## config.mk

```make
export PLATFORM = sky130hd
export DESIGN_NAME = i2c_master_byte_ctrl
export DESIGN_NICKNAME = d
export VERILOG_FILES = /design/src/rtl/i2c_master_byte_ctrl.sv
export SDC_FILE = /design/constraint.sdc
export NUM_CORES = 1
export LEC_CHECK = 0
export BUFFER_PORTS_ARGS = -buffer_cell sky130_fd_sc_hd__buf_2
export CAP_MARGIN = 20
export CORE_UTILIZATION = 40
export CTS_BUF_LIST = sky130_fd_sc_hd__clkbuf_8
export CTS_CLUSTER_DIAMETER = 30
export DETAILED_ROUTE_END_ITERATION = 10
export GPL_TIMING_DRIVEN = 0
export HOLD_SLACK_MARGIN = 0.1
export PLACE_DENSITY_LB_ADDON = 0.25
export SETUP_SLACK_MARGIN = 0.4
export SYNTH_ARGS = -nofsm -noshare
export SYNTH_HDL_FRONTEND = slang
export SYNTH_SLANG_ARGS = --single-unit
```

## constraint.sdc

```tcl
create_clock -name clk -period 2.4 [get_ports clk]
set_input_delay 0.36 -clock clk [delete_from_list [all_inputs] [get_ports clk]]
set_output_delay 0.36 -clock clk [all_outputs]
set_load 0.01 [all_outputs]
```

## src/rtl/i2c_master_byte_ctrl.sv

```systemverilog
// Purpose: single-byte I2C master: START, 7-bit address + R/W, ACK, one data byte, ACK/NACK, STOP.
// Latency: done pulses 80*CLKS_PER_Q clk after acceptance (44*CLKS_PER_Q on address NACK).
// Backpressure: start is accepted only while idle (including the done cycle); start while busy is ignored.
module i2c_master_byte_ctrl #(
    parameter int CLKS_PER_Q = 1
) (
    input  logic       clk,
    input  logic       rst,
    input  logic       start,
    input  logic [6:0] addr,
    input  logic       rw,
    input  logic [7:0] wdata,
    input  logic       sda_i,
    output logic       scl_o,
    output logic       sda_oe,
    output logic       busy,
    output logic       done,
    output logic       ack_err,
    output logic [7:0] rdata
);

    localparam int CW = (CLKS_PER_Q > 1) ? $clog2(CLKS_PER_Q) : 1;

    typedef enum logic [2:0] {
        S_IDLE, S_START, S_ADDR, S_ACK1, S_DATA, S_ACK2, S_STOP
    } state_t;

    state_t          state_q, state_d;
    logic [CW-1:0]   cnt_q, cnt_d;
    logic [1:0]      qtr_q, qtr_d;
    logic [2:0]      bit_q, bit_d;
    logic [7:0]      adr_q, adr_d;     // {addr, rw}
    logic [7:0]      wdata_q, wdata_d;
    logic [7:0]      rx_q, rx_d;
    logic [7:0]      rdata_q, rdata_d;
    logic            ack_err_q, ack_err_d;
    logic            done_q, done_d;
    logic            scl_q, scl_d;
    logic            oe_q, oe_d;

    logic            last_clk, end_bit, sample, rw_q;

    assign rw_q     = adr_q[0];
    assign last_clk = (cnt_q == CW'(CLKS_PER_Q - 1));
    assign end_bit  = last_clk && (qtr_q == 2'd3);
    assign sample   = last_clk && (qtr_q == 2'd2);

    // Next-state: quarter/bit sequencing, transaction latching, ACK and read-data sampling.
    always_comb begin
        state_d   = state_q;
        cnt_d     = cnt_q;
        qtr_d     = qtr_q;
        bit_d     = bit_q;
        adr_d     = adr_q;
        wdata_d   = wdata_q;
        rx_d      = rx_q;
        rdata_d   = rdata_q;
        ack_err_d = ack_err_q;
        done_d    = 1'b0;

        if (state_q != S_IDLE) begin
            if (last_clk) begin
                cnt_d = '0;
                qtr_d = qtr_q + 2'd1;   // wraps to 0 at the end of q3
            end else begin
                cnt_d = cnt_q + CW'(1);
            end
        end

        unique case (state_q)
            S_IDLE: begin
                if (start) begin
                    state_d   = S_START;
                    cnt_d     = '0;
                    qtr_d     = 2'd0;
                    bit_d     = 3'd0;
                    adr_d     = {addr, rw};
                    wdata_d   = wdata;
                    ack_err_d = 1'b0;
                end
            end
            S_START: begin
                if (end_bit) state_d = S_ADDR;
            end
            S_ADDR: begin
                if (end_bit) begin
                    bit_d = bit_q + 3'd1;
                    if (bit_q == 3'd7) state_d = S_ACK1;
                end
            end
            S_ACK1: begin
                if (sample && sda_i) ack_err_d = 1'b1;
                // ack_err was cleared at acceptance, so it reflects only this ACK slot here
                if (end_bit) state_d = ack_err_q ? S_STOP : S_DATA;
            end
            S_DATA: begin
                if (sample && rw_q) rx_d = {rx_q[6:0], sda_i};
                if (end_bit) begin
                    bit_d = bit_q + 3'd1;
                    if (bit_q == 3'd7) state_d = S_ACK2;
                end
            end
            S_ACK2: begin
                // on reads the master NACKs, so the line is not sampled
                if (sample && !rw_q && sda_i) ack_err_d = 1'b1;
                if (end_bit) state_d = S_STOP;
            end
            S_STOP: begin
                if (end_bit) begin
                    state_d = S_IDLE;
                    done_d  = 1'b1;
                    if (rw_q && !ack_err_q) rdata_d = rx_q;
                end
            end
            default: state_d = S_IDLE;
        endcase
    end

    // Pad levels for the upcoming cycle; data bits only change SDA at the start of q0.
    always_comb begin
        scl_d = 1'b1;
        oe_d  = 1'b0;
        unique case (state_d)
            S_IDLE:  ;
            S_START: oe_d = qtr_d[1];
            S_ADDR: begin
                scl_d = qtr_d[1];
                oe_d  = ~adr_q[~bit_d];
            end
            S_ACK1, S_ACK2: scl_d = qtr_d[1];
            S_DATA: begin
                scl_d = qtr_d[1];
                oe_d  = ~rw_q & ~wdata_q[~bit_d];
            end
            S_STOP: begin
                scl_d = qtr_d[1];
                oe_d  = (qtr_d != 2'd3);
            end
            default: ;
        endcase
    end

    // State and output registers; reset abandons any transfer without a STOP.
    always_ff @(posedge clk) begin
        if (rst) begin
            state_q   <= S_IDLE;
            cnt_q     <= '0;
            qtr_q     <= 2'd0;
            bit_q     <= 3'd0;
            adr_q     <= 8'h00;
            wdata_q   <= 8'h00;
            rx_q      <= 8'h00;
            rdata_q   <= 8'h00;
            ack_err_q <= 1'b0;
            done_q    <= 1'b0;
            scl_q     <= 1'b1;
            oe_q      <= 1'b0;
        end else begin
            state_q   <= state_d;
            cnt_q     <= cnt_d;
            qtr_q     <= qtr_d;
            bit_q     <= bit_d;
            adr_q     <= adr_d;
            wdata_q   <= wdata_d;
            rx_q      <= rx_d;
            rdata_q   <= rdata_d;
            ack_err_q <= ack_err_d;
            done_q    <= done_d;
            scl_q     <= scl_d;
            oe_q      <= oe_d;
        end
    end

    assign scl_o   = scl_q;
    assign sda_oe  = oe_q;
    assign busy    = (state_q != S_IDLE);
    assign done    = done_q;
    assign ack_err = ack_err_q;
    assign rdata   = rdata_q;

endmodule

```

# Word level (Yosys, flattened, before mapping)
# Cells that the tools add are included.
# word_totals
register_bits	45
latchBits	0
ram_bits	0
rom_bits	0
inputBits	20
output_inout_bits	13
wordCells	95
memories	0
# classes
add_sub_neg	3
multipliers	0
div	0
n_lt_le_gt_ge	1
n_eq_ne	19
n_shift	0
n_mux	32
bitwise_logic	8
n_reduce_logical	20
# ops
cell	n
$mux 3	11
$eq 3x3->1 const B	7
$pmux 3 s7	1
$eq 3x2->1 const B	4
$mux 1	10
$mux 2	5
$ne 2x2->1 const B	4
$logic_and 1x1->1	7
$bmux 1 s3	2
$eq 3x1->1 const B	2
$not 1->1	6
$pmux 3 s2	1
$reduce_bool 3->1	2
$reduce_or 2->1	3
$reduce_or 5->1	1
$eq 2x2->1 const B	2
$lt 3x4->1 const B	1
$pmux 1 s4	1
$reduce_and 2->1	2
$reduce_and 4->1	1
$add 3x1->3 const B	1
$logic_not 3->1	1
$not 3->3	1
$pmux 1 s3	1
other kinds (5)	6

# Logic depth before layout (Yosys ltp)
# depth
word_depth	10
mapped_depth	10
depth_no_buf	9

# Least setup slack after synthesis
# No wires, ideal clock.
# synth_path
path_type	register -> register
start	register bit_q[0]
end	register oe_q (netlist: sda_oe)
setup_time_ns	0.079
arrival_time_ns	2.179
t_required_ns	2.321
path_slack_ns	0.142
stages_incl_launch_ff	10
path_buffers	0
synth_period_minus_slack_ns	2.258
path_cell_list	dfxtp_1 ha_1 ha_1 nand4b_2 a211oi_2 a311oi_2 or3_1 a21o_1 or4b_1 o211ai_1
# synth_via
elab_chain_len	9
elab_cells_between_ends	23
classes_between	add/sub: 1; eq/ne: 5; mux: 13; bitwise: 4
# synth_lines
item	line_no	rtl
start: declaration	31	logic [2:0] bit_q, bit_d;
start signal: assignment	162	bit_q <= bit_d;
$add 3x1->3	87, 99	
$mux 3	86, 98	
$pmux 3 s2	70	unique case (state_q)
$not 3->3	128, 133	
$bmux 1 s3	133	oe_d = ~rw_q & ~wdata_q[~bit_d];
$mux 1 (not written as such)	133	
$not 1->1	133	
$and 1x1->1	133	
$pmux 1 s4 (*)	123	unique case (state_d)
end signal: assignment	157	oe_q <= 1'b0;
end signal: assignment	170	oe_q <= oe_d;
end: declaration	39	logic oe_q, oe_d;
# Mark *: on every way between the ends. The rest lies on a longest branch, timed or not. The select of a mux whose other input is x is not followed.
# A chain may end at the register's enable or synchronous reset.

# Worst setup path after layout
# layout_path
start	register qtr_q[1]
end	register oe_q (netlist: sda_oe)
# layout_via
elab_chain_len	10
elab_cells_between_ends	30
classes_between	add/sub: 1; eq/ne: 6; mux: 18; bitwise: 4; reduce/logical: 1
# layout_lines
item	line_no	rtl
start: declaration	30	logic [1:0] qtr_q, qtr_d;
start signal: assignment	161	qtr_q <= qtr_d;
$eq 2x2->1	45	assign end_bit = last_clk && (qtr_q == 2'd3);
$logic_and 1x1->1	45	
$mux 3	86, 98	
$pmux 3 s2	70	
$not 3->3	128, 133	
$bmux 1 s3	133	
$mux 1 (not written as such)	133	
$not 1->1	133	
$and 1x1->1	133	
$pmux 1 s4 (*)	123	
# Marks and branches as above.

==> flow_summary.toml <==
[sta]
post-route-period-util_pct = 92.40
rsz0062_at_grt = "true"
worst_slew_pin_slew_ns = 0.8136
setup_viol_count_final = 0
max_slew_margin_pct = 45.34
finalClockSkew_ns = 0.004519
max_freq_mhz = 450.9
fin_tns_setup_ns = 0
finalCriticalPeriod_ns = 2.218
setup_slack_ns = 0.1823
hold_viol = 0
maxSlewViolCount = 0

[logic_synthesis]
ys_warn_count = 0
synthSimpleGateAreaFrac_pct = 21.52
synth.distinct_cells = 46
synth_top_family_by_area = "simple AND/OR/NAND/NOR gates"
synth_nets = 255
yosysSeqAreaShare_pct = 43.90
synth_fa_ha_area_share_pct = 2.439
synth_xor_area_share_pct = 0.4268
ys_ff_latch = 45
syn_avg_cell_area_um2 = 8.883
synthMuxAreaShare_pct = 13.78
synth_compound_gate_area_share_pct = 13.96
syn_area_um2 = 2052
syn_inst = 231

[floorplan]
die_area_um2 = 5421
die_h_um = 73.63
row_count = 25
core_area_um2 = 4817
start_util_pct = 42.60
ios = 33
die_w_um = 73.63

[power_and_ir_drop]
p_seq_share_pct = 52.9
power.density_nw_per_um2 = 558.7
clkPwrFrac_pct = 37.2
power.net_switching_mw = 0.3463
comb_power_share_pct = 9.9
p_int_mw = 1.134
p_sw_share_pct = 23.40
p_leak_nw = 1.126
ir_drop_mv = 0.3662
finalPower_mw = 1.480

[placement]
dpl_worst_slack_ns = 0.06951
dpl_cell_area_um2 = 2351
hpwl_um = 3076
io_buffers = 31
gp_congestion = 0.8128

[outcome]
outcome = "finished clean"

[global_routing]
antenna_found_initial = 0
grt-ovfl-total = 0
grt_pass1_wl_um = 7327
grtUsageTotal_pct = 18.25
grt_start_max_net_pins = 14
grt_pass1_vias = 1653

[hold_path]
hold_class = "primary input to flop"
holdPathStages = 2

[route]
drc = 0
first_iter_violations = 76
finalWirelength_um = 4549
num_vias = 1741
ant_nets = 0
wl_per_cell_um = 13.07
via_per_inst = 5.003
drt-pass1-iter-count = 4

[finish]
regArea_um2 = 913.4
multiInputGateArea_um2 = 1205
syn2layout_area_growth_pct = 29.09
drive_gt1_share_pct = 30.60
nNetsFinal = 305
n_antenna_cell = 0
fillers = 490
final_core_util_pct = 54.99
fin_area_um2 = 2649

[clock_tree]
clock_path_buffers = 2
path_clk_slew_ns = 0.08
cts_sinks = 45
numCtsBuffers = 5
cts_tree = "built"
worstSkewPairLatency_ns = 0.30
root_buffer = "clkbuf_8"
h-tree-depth = 2

[flow_run]
drv_cap = 0

[critical_path]
critical_path_class = "flop to flop"
cp_cell_sequence = "ha_4 -> and2b_2 -> o21ai_0 -> a21o_1 -> or3_1 -> a21o_1 -> or4b_1 -> o211ai_1"
cp-start-kind = "flop"
worstPathArrival_ns = 2.44
reg2reg_slack_ns = 0.18
path_max_fanout = 5
critPathSlowestCell = "or4b_1"
worst_path_largest_cell_delay_ns = 0.45
cp.required_ns = 2.62
end_kind = "flop"
reg2reg_depth = 8
cpMostUsedCell = "a21o_1"
power by group through the flow:
stage               combinational [mW]  clock (mW)  sequential [mW]
global placement                 0.123           0            0.800
detailed placement               0.125           0            0.801
global route                     0.164       0.587            0.786
finish                           0.147       0.550            0.783
CTS                              0.143       0.561            0.781
floorplan                       0.0853           0            0.797
path summary, 6_finish.rpt:
path,startpoint,to
worst min-delay path,start,cnt_q
worst min register to register,adr_q[1],adr_q[1]
worst max-delay path,qtr_q[1],sda_oe
worst max register to register,qtr_q[1],sda_oe
cell usage in the layout (no fill, tap or decap), types with 3 or more instances in the layout:
cell      instances
clkbuf_8          5
nand4_1           3
mux2i_1          25
nor2_1           24
dfxtp_1          39
nand2b_1          4
dfxtp_2           4
ha_4              3
o21ai_0           3
buf_2            33
nor2b_1           3
clkbuf_1          6
nand2_1          37
a21oi_1          20
buf_4            12
buf_6             3
Yosys cell counts (all sizes together):
library cell   n  area [um^2]
a211oi         2        20.02
a21o           2        15.01
a21oi         22        110.1
a22o           1        8.760
a2bb2oi        1        8.760
a311oi         1        15.01
a31oi          2        12.51
a32oi          2        25.03
a41oi          1        8.760
and2b          2        15.01
and3           1        11.26
and4b          1        10.01
buf            7        43.79
clkbuf         8        30.03
dfxtp         45        900.9
ha             4        50.05
inv            2        7.510
mux2           2        22.52
mux2i         26        260.3
nand2         37        138.9
nand2b         4        25.02
nand3          2        10.01
nand4          3        18.77
nand4b         2        23.77
nor2          25        93.84
nor2b          3        18.77
nor3           5        25.02
nor3b          1        7.510
nor4           1        6.260
nor4b          1        8.760
o211ai         1        7.510
o21ai          5        25.02
o21bai         1        7.510
o22ai          1        6.260
o31ai          1        7.510
o41ai          1        8.760
or2            1        6.260
or3            2        12.51
or4b           1        10.01
xnor2          1        8.760
registers in the layout (all words and copies together) (netlist names):
signal   flops
rdata        8
wdata_q      8
rx_q         8
qtr_q        2
state_q      3
cnt_q        1
adr_q        8
ack_err      1
scl_o        1
done         1
sda_oe       1
bit_q        3
worst max-delay path, delay by kind of cell, from the launching register on:
kind                     cells  cell delay, ns
AND/OR/NAND/NOR              3            1.01
AO/OA/AOI/OAI                4            0.61
flip-flops                   1            0.37
adder cells (fa/ha/maj)      1            0.15
cell families after synthesis:
family / Yosys count
adders and majority gates: 4
AOI/OAI and AO/OA: 44
and+or+nand+nor: 92
xor gates and xnor gates: 1
DFF: 45
buffers and inverters: 17
muxes: 28
area by class of cell:
cell class	count	area share (%)
inverters	2	0.2834
multi-input cells	169	45.49
flip-flops and latches	45	34.48
repair buffers	43	9.258
clock buffers	5	2.598
well taps	67	3.165
clock inverters	2	1.323
plain buffers	15	3.401
metrics by stage:
| stage | hold slack, ns | cells |
|---|---|---|
| finish | 0.2829 | 348 |
| global route | 0.2872 | 348 |
| global placement | 0.4419 | 329 |
| floorplan | 0.4357 | 231 |
| CTS | 0.2808 | 342 |
| detailed placement | 0.4480 | 329 |
routing by layer:
layer | GRT usage (%) | vias to the layer above | part of all wire (%)
met5 | 0 | - | 0
met2 | 31.50 | 33 | 49
met1 | 21.60 | 793 | 45
met4 | 8.120 | 0 | 2.0
li1 | - | 906 | -
met3 | 3.978 | 9 | 3.3
what timing repair did:
| action | CTS | global route |
|---|---|---|
| resized for setup | 11 | 15 |
| setup buffers | 6 | 6 |
| setup endpoints to repair | 20 | 21 |
| hold buffers | 0 | 0 |
| hold endpoints to repair | 0 | 0 |
| pin swaps | 6 | 5 |
No activity file was read; power rests on OpenSTA's default activity.
